$ cat src/rtl/timer0_prescaler.sv
// Timer0 clock-source selection: 10-bit system-clock prescaler, synchronised
// T0 pin edge detection, TCNT0 increment value and overflow flag.
module timer0_prescaler #(
  parameter int SYNC_STAGES = 2
) (
  input  logic       sysClock,
  input  logic       reset,
  input  logic [2:0] cs,
  input  logic       t0_pin,
  input  logic       psr_clear,
  input  logic [7:0] tcnt_current,
  input  logic       tov_clear,
  output logic       count_enable,
  output logic [7:0] tcnt_next,
  output logic       tov0
);

  logic [9:0]             presc;
  logic [SYNC_STAGES-1:0] t0_sync;
  logic                   t0_hist;
  logic                   t0_rise;
  logic                   t0_fall;
  logic                   overflow;

  // Prescaler: cleared by psr_clear, frozen while the timer is stopped.
  always_ff @(posedge sysClock or posedge reset) begin
    if (reset) begin
      presc <= 10'd0;
    end else if (psr_clear) begin
      presc <= 10'd0;
    end else if (cs != 3'd0) begin
      presc <= presc + 10'd1;
    end
  end

  // Synchroniser and history run regardless of cs so a later switch to an
  // external source never sees a stale edge.
  always_ff @(posedge sysClock or posedge reset) begin
    if (reset) begin
      t0_sync <= '0;
      t0_hist <= 1'b0;
    end else begin
      t0_sync <= {t0_sync[SYNC_STAGES-2:0], t0_pin};
      t0_hist <= t0_sync[SYNC_STAGES-1];
    end
  end

  assign t0_rise =  t0_sync[SYNC_STAGES-1] & ~t0_hist;
  assign t0_fall = ~t0_sync[SYNC_STAGES-1] &  t0_hist;

  always_comb begin
    count_enable = 1'b0;
    if (!reset) begin
      case (cs)
        3'd1:    count_enable = 1'b1;
        3'd2:    count_enable = (presc[2:0] == 3'h7);
        3'd3:    count_enable = (presc[5:0] == 6'h3F);
        3'd4:    count_enable = (presc[7:0] == 8'hFF);
        3'd5:    count_enable = (presc == 10'h3FF);
        3'd6:    count_enable = t0_fall;
        3'd7:    count_enable = t0_rise;
        default: count_enable = 1'b0;
      endcase
    end
  end

  assign tcnt_next = tcnt_current + 8'd1;
  assign overflow  = count_enable && (tcnt_current == 8'hFF);

  // Overflow set has priority over the software clear.
  always_ff @(posedge sysClock or posedge reset) begin
    if (reset) begin
      tov0 <= 1'b0;
    end else if (overflow) begin
      tov0 <= 1'b1;
    end else if (tov_clear) begin
      tov0 <= 1'b0;
    end
  end

endmodule
$ cat config.mk
export PLATFORM = sky130hd
export DESIGN_NAME = timer0_prescaler
export DESIGN_NICKNAME = d
export VERILOG_FILES = /design/src/rtl/timer0_prescaler.sv
export SDC_FILE = /design/constraint.sdc
export NUM_CORES = 1
export LEC_CHECK = 0
export CELL_PAD_IN_SITES_DETAIL_PLACEMENT = 0
export CELL_PAD_IN_SITES_GLOBAL_PLACEMENT = 1
export CORE_MARGIN = 8
export CORE_UTILIZATION = 33
export CTS_CLUSTER_SIZE = 14
export DETAILED_ROUTE_END_ITERATION = 12
export PLACE_DENSITY = 0.88
export SLEW_MARGIN = 20
export SYNTH_ARGS = -nofsm -noshare
export SYNTH_HDL_FRONTEND = slang
export SYNTH_SLANG_ARGS = --single-unit
$ cat constraint.sdc
create_clock -name sysClock -period 1.76 [get_ports sysClock]
set_input_delay 0.264 -clock sysClock [delete_from_list [all_inputs] [get_ports sysClock]]
set_output_delay 0.264 -clock sysClock [all_outputs]
set_load 0.02 [all_outputs]
==> results, run 1 <==
- The run finished, with violations left.
- The checks that failed: negative setup slack.
- For this run, the number of Yosys warnings is 0.
- For met1 alone, demand over resource in global routing was 13.20%.
- The area of the mapped netlist is about 830 µm².
- The total power is 0.7546 mW.
- Hold repair after CTS inserted 0 buffers.
- The final route contains 784 vias.
- The setup fix buffers added after clock tree synthesis is 0.
- The clock tree buffer depth is 2.
- Grouping stages by cell kind, the critical path spends the most delay in flip-flops.
- IR analysis of the VDD net gives a maximum drop of roughly 0.46 mV.
- The number of antenna violations at the first check in global routing was 0.
- The count of unresolved DRC violations after routing is 0.
- At the later pin of the worst-skew pair, clock insertion delay measures 280 ps.
- Setup repair after global routing could not meet its margin everywhere.
- The minimum clock period is approximately 1900 ps.
- For this block, the initial DRC count from the detailed router was 44.
- The part of the power in combinational logic is 24.2%.
- A synthesized cell averages roughly 9.4 µm².
- Of all nets on the critical path, the largest fanout is 2.
- The critical path goes through ha_4 > ha_2 > nand2_2 > nor2_2 > o41ai_2 > nor2_1 > buf_4.
- Clock tree synthesis inserted a total of 3 buffers.
- The routing usage on met3 is 1.695%.
- The relative slew slack is 65.60%.
- Dividing total power by cell area gives a power density of roughly 570 nW/µm².
- The switching share of total power is 26.74%.
- Timing analysis after detailed placement gives a worst setup slack of -513.3 ps.
- After floorplanning, the core was divided into 18 placement rows.
- By startpoint and endpoint, the worst setup path is classified as reg -> out.
- For this run, the leading register cell type out of synthesis is dfrtp_1.
- Static timing analysis puts the maximum clock frequency at 523.0 MHz.
- The clock arrives with between 7 and 8 ps of skew.
- Synthesis instantiated 27 different standard cells from the library.
- The cell-internal power is roughly 0.55 mW.
- The fraction of registers with async set/reset is 100.0%.
- The final number of max-transition violations is 0.
- The via count of the first global-routing pass is 841.
- Across every metal layer, demand over resource in global routing totals between 10% and 20%.
- Measured along the y axis, the die boundary spans 66.10 µm.
- The clock-pin slew reported for the worst setup and hold paths after clock tree synthesis is 90 ps.
- The met2 usage in global routing is about 17%.
- After synthesis the netlist holds a flip-flop and latch count of 14.
- The floorplan step set the die width to 66.10 µm.
- The reported leakage power is around 0.57 nW.
- The number of H-tree levels is 1.
- For this configuration, the core starts out at a cell density of between 30% and 40%.
- The final worst-path cycle share is 108.6%.
- The largest net degree at the start of global routing is 15.
- The sequential fraction of the synthesis area is ~42%.
- In the final routed layout, each cell accounts on average for roughly 13 µm.
- The number of buffers and inverters on the critical path is 1.
- The CTS root buffer is clkbuf_4.
- Counting every sink on the clock net gives 14.
- For this run the aggregate overflow at the end of global routing stands at 0.
- The tightest hold path in the finished design has a slack of about 360 ps.
- The number of nets handed over by synthesis was about 110.
- Detailed placement ended at an HPWL of between 1500 and 2000 µm.
- The number of detailed-routing iterations run before antenna repair is 4.
- The routability congestion estimate from global placement is just under 0.8.
- The share of total power in sequential cells is 45.2%.
- In the final design database the tool counted 156 nets.
- The top-level port count is 26.
- Ranked by total cell area, the synthesized netlist is headed by dfrtp_1, xnor2_1, nor2_1.
- In this design, the stage delay of the slowest critical-path cell is 420 ps.
- Setup violations remaining at the end of the flow were counted as 1.
- The number of nets with antenna violations after routing is 0.
- In this run, the clock network consumes 30.6% of the power.
- The count of buffers added on input and output ports is 25.
- The worst endpoint data arrival time is roughly 1700 ps.
- The net switching power figure is between 0.2 and 0.25 mW.
- The routed design has 2217 µm of wire.
- The layer carrying the most global-route usage is met2.
- Cells fill 54.84% of the core in the end.
- The synthesized design devotes to its leading area cell type 42.30% of total area.
- The path class of the tightest hold or removal check is reg -> reg.
- The critical path capture point type is an output pin.
- The gate count after technology mapping is 88.
- TritonCTS built the clock tree.
- The slew of the pin with the lowest slew margin is 515.5 ps.
- The kind of launch point of the worst setup path is a register.
- The slowest stage of the critical path is the dfrtp_1 cell.
- The share of cells above drive strength 1 is 33.82%.
- The biggest area contributor in the post-synthesis netlist is dfrtp_1.
- Max-cap violations in this run came to 0.
- The detail-routed via count per cell is 4.723.
- The final-layout setup total negative slack is -152.1 ps.
- From synthesis to final layout, the design area changed by 61.03%.
- The die covers 4369 µm².
- Yosys mapped a number of flops with a built-in enable equal to 0.
- The number of antenna diodes in the final layout is 0.
- The first global-routing pass estimated approximately 3800 µm of wire.
- The smallest setup slack after layout is -152.1 ps.
- The number of hold-slack violations in the final timing report is 0.
- STA puts the critical path data required time at about 1500 ps.
- The total area inside the core boundary comes to 2432 µm².
logic make-up (layout without fill, tap and decap cells):
logic type	count (synthesis)	after routing	synth area share (%)
AOI/OAI and AO/OA	10	10	9.669
xor gates and xnor gates	12	12	12.69
adders and majority gates	3	3	4.532
buffers and inverters	5	53	3.172
DFF	14	14	42.30
muxes	2	2	2.417
and+or+nand+nor	42	42	25.23
worst register-to-register path: cells and delay by family, from the launching register on:
| family | cells | cell delay (ps) |
|---|---|---|
| compound gates | 3 | 660 |
| flops | 1 | 400 |
| fa+ha+maj | 1 | 160 |
| buf+inv | 1 | 140 |
| simple gates | 1 | 110 |
through the flow:
step	std cells	area (µm²)
6_report	166	1334
5_1_grt	166	1334
4_1_cts	166	1291
3_5_place_dp	162	1266
3_3_place_gp	162	1266
2_1_floorplan	88	835.8
timing repair:
item / in CTS / in global routing
pin swaps: 2 / 3
setup endpoints to repair: 8 / 5
resized for setup: 30 / 10
cells in the final DEF (no fill, tap or decap):
master / n
a21oi_2: 1
buf_2: 2
clkbuf_8: 1
ha_2: 2
inv_1: 3
dfrtp_1: 14
nand2_2: 1
nor2_4: 1
clkbuf_4: 3
nor3_1: 3
nand4_1: 2
nor4_2: 2
clkdlybuf4s50_1: 15
nand2_1: 7
buf_4: 24
nor2_1: 11
xnor2_1: 8
nor3_2: 1
o21ai_1: 2
a21oi_1: 2
nand3_1: 6
nor2_2: 2
o22ai_1: 1
dlygate4sd2_1: 3
a21boi_1: 1
o41ai_2: 2
xor2_1: 4
nand2b_1: 1
or3_1: 2
nand3_2: 2
dlymetal6s2s_1: 2
o32ai_2: 1
ha_4: 1
mux2i_1: 2
nor2b_1: 1
synth_stat cells (2+ instances only):
cell type  count
ha_1           3
a21oi_1        3
xor2_1         4
or3_1          2
nor2_1        14
nand3_1        7
mux2i_1        2
xnor2_1        8
nand4_1        2
dfrtp_1       14
o21ai_1        2
inv_1          3
nand2_1        8
nor3_1         3
layout make-up:
cell class / count / area [µm²]
Sequential cell: 14 / 350.3
Tap cell: 30 / 37.54
Inverter: 3 / 11.26
Multi-Input combinational cell: 69 / 506.7
Timing Repair Buffer: 46 / 391.6
Clock buffer: 4 / 36.28
Fill cell: 232 / 1099
state kept, by name, summed over array words and instances (netlist names):
| signal | count |
|---|---|
| tov0 | 1 |
| t0_hist | 1 |
| presc | 10 |
| t0_sync | 2 |
layer usage:
metal  vias up  routed length, µm
met5         -                  0
met4         0                 27
met3         2                 59
met2         9               1145
met1       373                984
li1        400                  -
worst paths after layout:
| check | slack [ps] | cells after the start | to | start |
|---|---|---|---|---|
| min | 360 | 0 | t0_sync[1] | t0_sync[0] |
| min reg2reg | 360 | 0 | t0_sync[1] | t0_sync[0] |
| max | -150 | 7 | count_enable | presc[1] |
| max in group asynchronous | 1020 | 2 | presc[5] | reset |
| min in group asynchronous | 390 | 2 | presc[8] | reset |
| max reg2reg | 220 | 6 | tov0 | presc[0] |
power by group through the flow:
stage | Combinational (mW) | Sequential [mW] | Clock (mW)
after CTS | 0.180 | 0.339 | 0.238
after global placement | 0.181 | 0.344 | 0
after detailed placement | 0.187 | 0.345 | 0
after global routing | 0.202 | 0.343 | 0.257
final | 0.182 | 0.341 | 0.231
after floorplan | 0.0750 | 0.345 | 0
(Power assumes the default switching activity.)
==> inputs of run 2 (changes only) <==
MAX_ROUTING_LAYER = met4   (was not set)
clock period = 1.9 ns   (was 1.76 ns; I/O delays follow)
==> results, run 2 (synthesized netlist as in run 1, its figures left out) <==
- The number of buffers and inverters on the critical path is 1.
- The slew of the pin with the lowest slew margin is 545.8 ps.
- The area growth from synthesis to layout is 64.65%.
- The clock tree buffer depth is 2.
- The most critical setup path has its startpoint at presc[1].
- The number of detailed-routing iterations run before antenna repair is 4.
- Setup repair after global routing could not meet its margin everywhere.
- The top-level port count is 26.
- The gate family responsible for the most delay along the worst path is flip-flops.
- The largest net degree at the start of global routing is 15.
- The clock-pin slew reported for the worst setup and hold paths after clock tree synthesis is 80 ps.
- The reported leakage power is 0.5925 nW.
- The clock network latency to the later pin of the worst-skew pair is 280 ps.
- Buffers placed on the I/O ports in this run total 25.
- The routability congestion estimate from global placement is 0.7799.
- In the final layout, the registers with the most flip-flops are presc x10, t0_sync x2.
- TritonCTS built the clock tree.
- The maximum clock rate is 491.6 MHz.
- The register with the most flip-flops in the layout has 10 of them.
- The routed layout has 800 vias.
- Across every metal layer, demand over resource in global routing totals 11.53%.
- The via count of the first global-routing pass is 853.
- The multi-input combinational cells in the finished layout cover a total of ~520 µm².
- The core region is 2432 µm².
- Max-cap violations in this run came to 0.
- After floorplanning, the core was divided into 18 placement rows.
- The number of H-tree levels is 1.
- The area used by sequential logic in the layout is 350.3 µm².
- The routed design has 2279 µm of wire.
- The worst setup timing slack at the placement stage is -433.4 ps.
- After filler insertion, the fill cell instance count of the layout stands at 210.
- The number of antenna violations at the first check in global routing is 0.
- The area of placed instances is 1266 µm².
- In this run, the number of DRC markers left after iteration 0 of detailed routing was 18.
- In the routed design, unresolved DRC markers number 0.
- The power per unit of standard cell area is 524.0 nW/µm².
- The cell with the largest stage delay on the worst path is dfrtp_1.
- Setup violations remaining at the end of the flow were counted as 1.
- The minimum clock period is 2034 ps.
- The startpoint identified for the worst register-to-register timing path is presc[1].
- The tree is rooted in a clkbuf_4.
- The run finished, with violations left.
- The final number of max-transition violations was 0.
- The setup path with the least slack is of type reg -> out.
- The share of cells above drive strength 1 is 32.61%.
- The die area is about 4400 µm².
- Buffers inserted during clock tree synthesis total 3.
- At the worst endpoint, the arrival time is 1750 ps.
- The width of the die is 66.10 µm.
- The number of nets with antenna violations after routing is 0.
- Dividing the detail-routed via count by the number of cells gives roughly 4.8.
- The number of buffers added to fix hold violations after cts is 0.
- Counting every sink on the clock net gives 14.
- In the final routed layout, each cell accounts on average for 13.57 µm.
- The first global-routing pass estimated slightly below 4000 µm of wire.
- The final worst-path cycle share is 107.1%.
- The relative slew slack is a little under two thirds.
- The setup clock skew after layout is 5.883 ps.
- The beginning of the worst hold path is t0_sync[0].
- The net count of the finished layout is roughly 160.
- The kind of launch point of the worst setup path is a register.
- Walking the worst path, the cells encountered are ha_4 > ha_4 > nand2_4 > nor2_4 > o41ai_4 > nor2_1 > buf_4.
- Counting flops per register, the top entry is presc.
- By instance count, the cell type seen most on the critical path is ha_4.
- The library cells used most frequently in the layout, excluding fill and tap cells, are buf_4, clkdlybuf4s50_1, dfrtp_1.
- Along the worst path, the maximum fanout reaches 2.
- The endpoint required time on the critical path is approximately 1600 ps.
- The remaining global-route overflow is 0.
- The number of hold-slack violations in the final timing report is 0.
- The post-detailed-placement half-perimeter wirelength is 1809 µm.
- The maximum vdd ir drop is 0.3041 mV.
- 0 antenna diodes ended up in the layout.
- For this configuration, the core starts out at a cell density of 34.05%.
- The library cell used most frequently in the layout, excluding fill and tap cells, is buf_4.
- The smallest setup slack after layout is -134.1 ps.
- The checks that failed: negative setup slack.
- On the worst path, the slowest cell contributes a delay of 430 ps.
- The critical path capture point type is an output pin.
- The min-delay analysis places its worst path in the category reg -> reg.
- The vertical extent of the die is 66.10 µm.
- The total non-filler cell area in the finished layout is approximately 1400 µm².
==> run 2: cell type report <==
type	instances	share of cell area [%]
multi-input cells	69	37.98
repair buffers	48	30.09
flip-flops and latches	14	25.69
well taps	30	2.752
clock buffers	4	2.661
inverters	3	0.8257
==> run 2: power by group <==
group	internal (mW)	total (mW)	switching, mW
registers	0.308	0.317	0.00962
logic	0.0960	0.181	0.0852
clock network	0.117	0.216	0.0995
total	0.520	0.715	0.194
==> run 2: worst reg2reg max path, cell delays in order, from the launching register on <==
cell,delay [ps]
dfrtp_1,420
ha_4,180
buf_4,110
nand3_2,100
o41ai_2,240
a21oi_1,90
buf_4,150
o32ai_2,250
==> run 2: worst paths after layout <==
kind / end / slack [ps] / depth (start not counted)
max in group asynchronous: t0_sync[1] / 1110 / 2
setup / recovery: count_enable / -130 / 7
hold / removal: t0_sync[1] / 360 / 0
min in group asynchronous: presc[7] / 420 / 2
setup reg to reg: tov0 / 270 / 7
hold reg to reg: t0_sync[1] / 360 / 0
==> run 2: repair_timing <==
action,CTS,global route
pin swaps,2,5
setup buffers,1,0
endpoints found under the setup margin,8,5
gates resized for setup,24,15
endpoints found under the hold margin,0,0
==> run 2: layer usage <==
| layer | global-route usage [%] | share of wire (%) | vias to the layer above |
|---|---|---|---|
| met4 | 6.400 | 2.7 | 0 |
| met5 | - | 0 | - |
| li1 | - | - | 408 |
| met3 | 1.695 | 3.0 | 6 |
| met1 | 12.70 | 40 | 371 |
| met2 | 19.42 | 54 | 15 |
==> run 2: stage by stage <==
stage               power, mW  util [%]  hold slack (ps)  std cells  TNS [ps]
finish                 0.7146     56.07            361.5        168    -134.1
floorplan              0.3882         -            174.2         88         0
detailed placement     0.4977     52.06            346.3        163     -2228
global route           0.7533     56.07            378.4        168    -214.4
CTS                    0.7076     53.76            366.1        168    -166.6
global placement       0.4887     52.06            338.7        163     -1928
==> inputs of run 3 (changes only) <==
GPL_TIMING_DRIVEN = 0   (was not set)
==> results, run 3 (synthesized netlist as in run 1, its figures left out) <==
- The vertical extent of the die is 66.10 µm.
- Detailed placement ended at an HPWL of about 1500 µm.
- The global routing stage identified its most utilized layer as met2.
- The relative slew slack is 65.64%.
- The CTS root buffer is clkbuf_4.
- The via count of the first global-routing pass is 686.
- The die area is 4369 µm².
- Setup slack on the critical path of the routed design comes to -130.2 ps.
- The number of antenna violations at the first check in global routing is 0.
- The count of cells in the finished layout, fillers not included, comes to 146.
- For met2 alone, demand over resource in global routing was 15.20%.
- The iteration-0 DRC count of the detailed router is 38.
- The aggregate global-route resource usage is under 10%.
- The cell with the largest stage delay on the worst path is dfrtp_1.
- In the routed layout, each cell is associated on average with a via count of 4.829.
- The routed layout has 705 vias.
- The gate family responsible for the most delay along the worst path is flip-flops.
- The count of placed standard cells including taps is 142.
- The number of rows in the core area is 18.
- The launch instance of the worst register-to-register path is presc[0].
- The utilization after layout is 46.86%.
- The startpoint identified for the worst hold timing path is t0_sync[0].
- Together, buffers and inverters on the worst path number 1.
- Counting instances, the worst hold path has a depth of 0.
- The cell that appears most often on the critical path is nor2_1.
- The run finished, with violations left.
- The final worst-path cycle share is 106.9%.
- For this run, global-route usage on met3 was measured as around 1.4%.
- The count of buffers inserted at the top-level ports is 24.
- The net total in the final layout is 137.
- The share of cells above drive strength 1 is 16.38%.
- The first global-routing pass estimated 3243 µm of wire.
- At the worst endpoint, the required time is 1620 ps.
- The repair_antennas step left the layout with diodes totalling 0.
- The worst register-to-register path has a setup slack of 290 ps.
- The most common cell after layout, fill and taps aside is clkdlybuf4s50_1.
- Summing internal, switching and leakage power gives 0.6062 mW.
- The width of the die is 66.10 µm.
- Once the floorplan was initialized, standard cells occupied 34.05% of the core.
- The number of H-tree levels is 1.
- The kind of launch point of the worst setup path is a register.
- The routability congestion estimate from global placement is a little under 0.8.
- The clock tree from TritonCTS is built.
- The count of clock tree sinks is 14.
- 26 I/O pins were placed.
- After detailed routing, the average wire length per cell comes to roughly 13 µm.
- From synthesis to final layout, the design area changed by 37.61%.
- The final number of max-transition violations was 0.
- The minimum clock period is 2030 ps.
- The max-cap violation count is 0.
- Ranked by flip-flop count, first place goes to presc.
- The count of unresolved DRC violations after routing is 0.
- The clock tree buffer depth is 2.
- The worst-path maximum fanout is 6.
- The power per unit of standard cell area is 531.9 nW/µm².
- With fillers left out, the area of the finished cells amounts to 1140 µm².
- Entering global routing, the biggest net connects 15 pins.
- The top cell types in the final layout, fill and taps aside, are clkdlybuf4s50_1, dfrtp_1, nor2_1.
- The largest stage delay on the critical path is 410 ps.
- Across the VDD grid, the largest voltage drop is 0.3012 mV.
- The remaining global-route overflow is 0.
- Before CTS, the worst setup slack after placement is -582.5 ps.
- The final-layout setup total negative slack is -130.2 ps.
- The final reports fail on negative setup slack.
- The area of placed instances is 1106 µm².
- The number of detailed-routing iterations run before antenna repair is 6.
- Setup repair after global routing could not meet its margin everywhere.
- The worst hold path terminates at t0_sync[1].
- The most critical setup path has its startpoint at presc[0].
- The type of the tightest min-delay check is reg -> reg.
- For the worst-skew pair, the clock arrives at the later sink with an insertion delay of approximately 260 ps.
- The total routed wirelength is 1892 µm.
- The critical path capture point type is an output pin.
- The placeable core region is 2432 µm².
- Setup violations remaining at the end of the flow were counted as 1.
- The analysis attributes to cell leakage a power of 0.4602 nW.
- The setup clock skew after layout is around 0.8 ps.
- The layout has 240 filler cells.
- The worst endpoint data arrival time is 1750 ps.
- The register with the most flip-flops in the layout has 10 of them.
- The kind of critical path is reg -> out.
- The number of hold-slack violations in the final timing report is 0.
- The maximum clock rate is approximately 490 MHz.
- The critical path goes through ha_2 > nand3_2 > nor2_1 > o41ai_2 > nor2_1 > buf_4.
- The capture point of the worst reg-to-reg path is tov0.
- On the final layout, the worst hold slack is 351.7 ps.
- Buffers inserted during clock tree synthesis total 3.
- After clock tree synthesis, the clock-pin slew on the worst setup and hold paths is 70 ps.
- For this run, global-route usage on met1 was measured as 11.63%.
- In this run, post-CTS hold repair placed 0 buffers.
- The largest registers in the layout are presc x10, t0_sync x2.
- The number of cell instances on the worst register-to-register path is 6.
- For the pin with the worst max-slew slack, the measured transition is 514.9 ps.
- The number of nets with antenna violations after routing is 0.
## run 3: layout make-up
cell class              count  area [µm²]  share of cell area [%]
plain buffers               2       15.01                   1.317
clock buffers               3       22.52                   1.976
inverters                   3       11.26                  0.9879
multi-input cells          69       469.2                   41.16
flip-flops and latches     14       350.3                   30.74
well taps                  30       37.54                   3.293
repair buffers             25       234.0                   20.53
## run 3: where the power goes
| group | internal, mW | leakage, nW | switching [mW] |
|---|---|---|---|
| registers | 0.308 | 0.186 | 0.00806 |
| logic | 0.0674 | 0.260 | 0.0707 |
| clock network | 0.0731 | 0.0138 | 0.0793 |
## run 3: worst max path at each step
stage                              end  slack (ps)  depth (start not counted)
after floorplan           count_enable         110                          6
after global placement    count_enable        -580                          5
after detailed placement  count_enable        -580                          5
after CTS                 count_enable        -130                          6
after global routing      count_enable        -230                          6
final                     count_enable        -130                          6
## run 3: per-layer routing
layer | part of all wire [%] | vias up
met3 | 1.5 | 0
met2 | 53 | 4
met4 | 0 | 0
met5 | 0 | -
li1 | - | 365
met1 | 46 | 336
## run 3: worst register-to-register path, delay by kind of cell (launching register included)
kind                     cells  cell delay (ps)
AO/OA/AOI/OAI                2              480
flip-flops                   1              410
AND/OR/NAND/NOR              2              210
adder cells (fa/ha/maj)      1              210
buffers and inverters        1              180
## run 3: repair_timing
item,CTS,global route
pin swaps,2,1
gates resized for setup,22,7
endpoints found under the setup margin,8,5
setup buffers,1,0
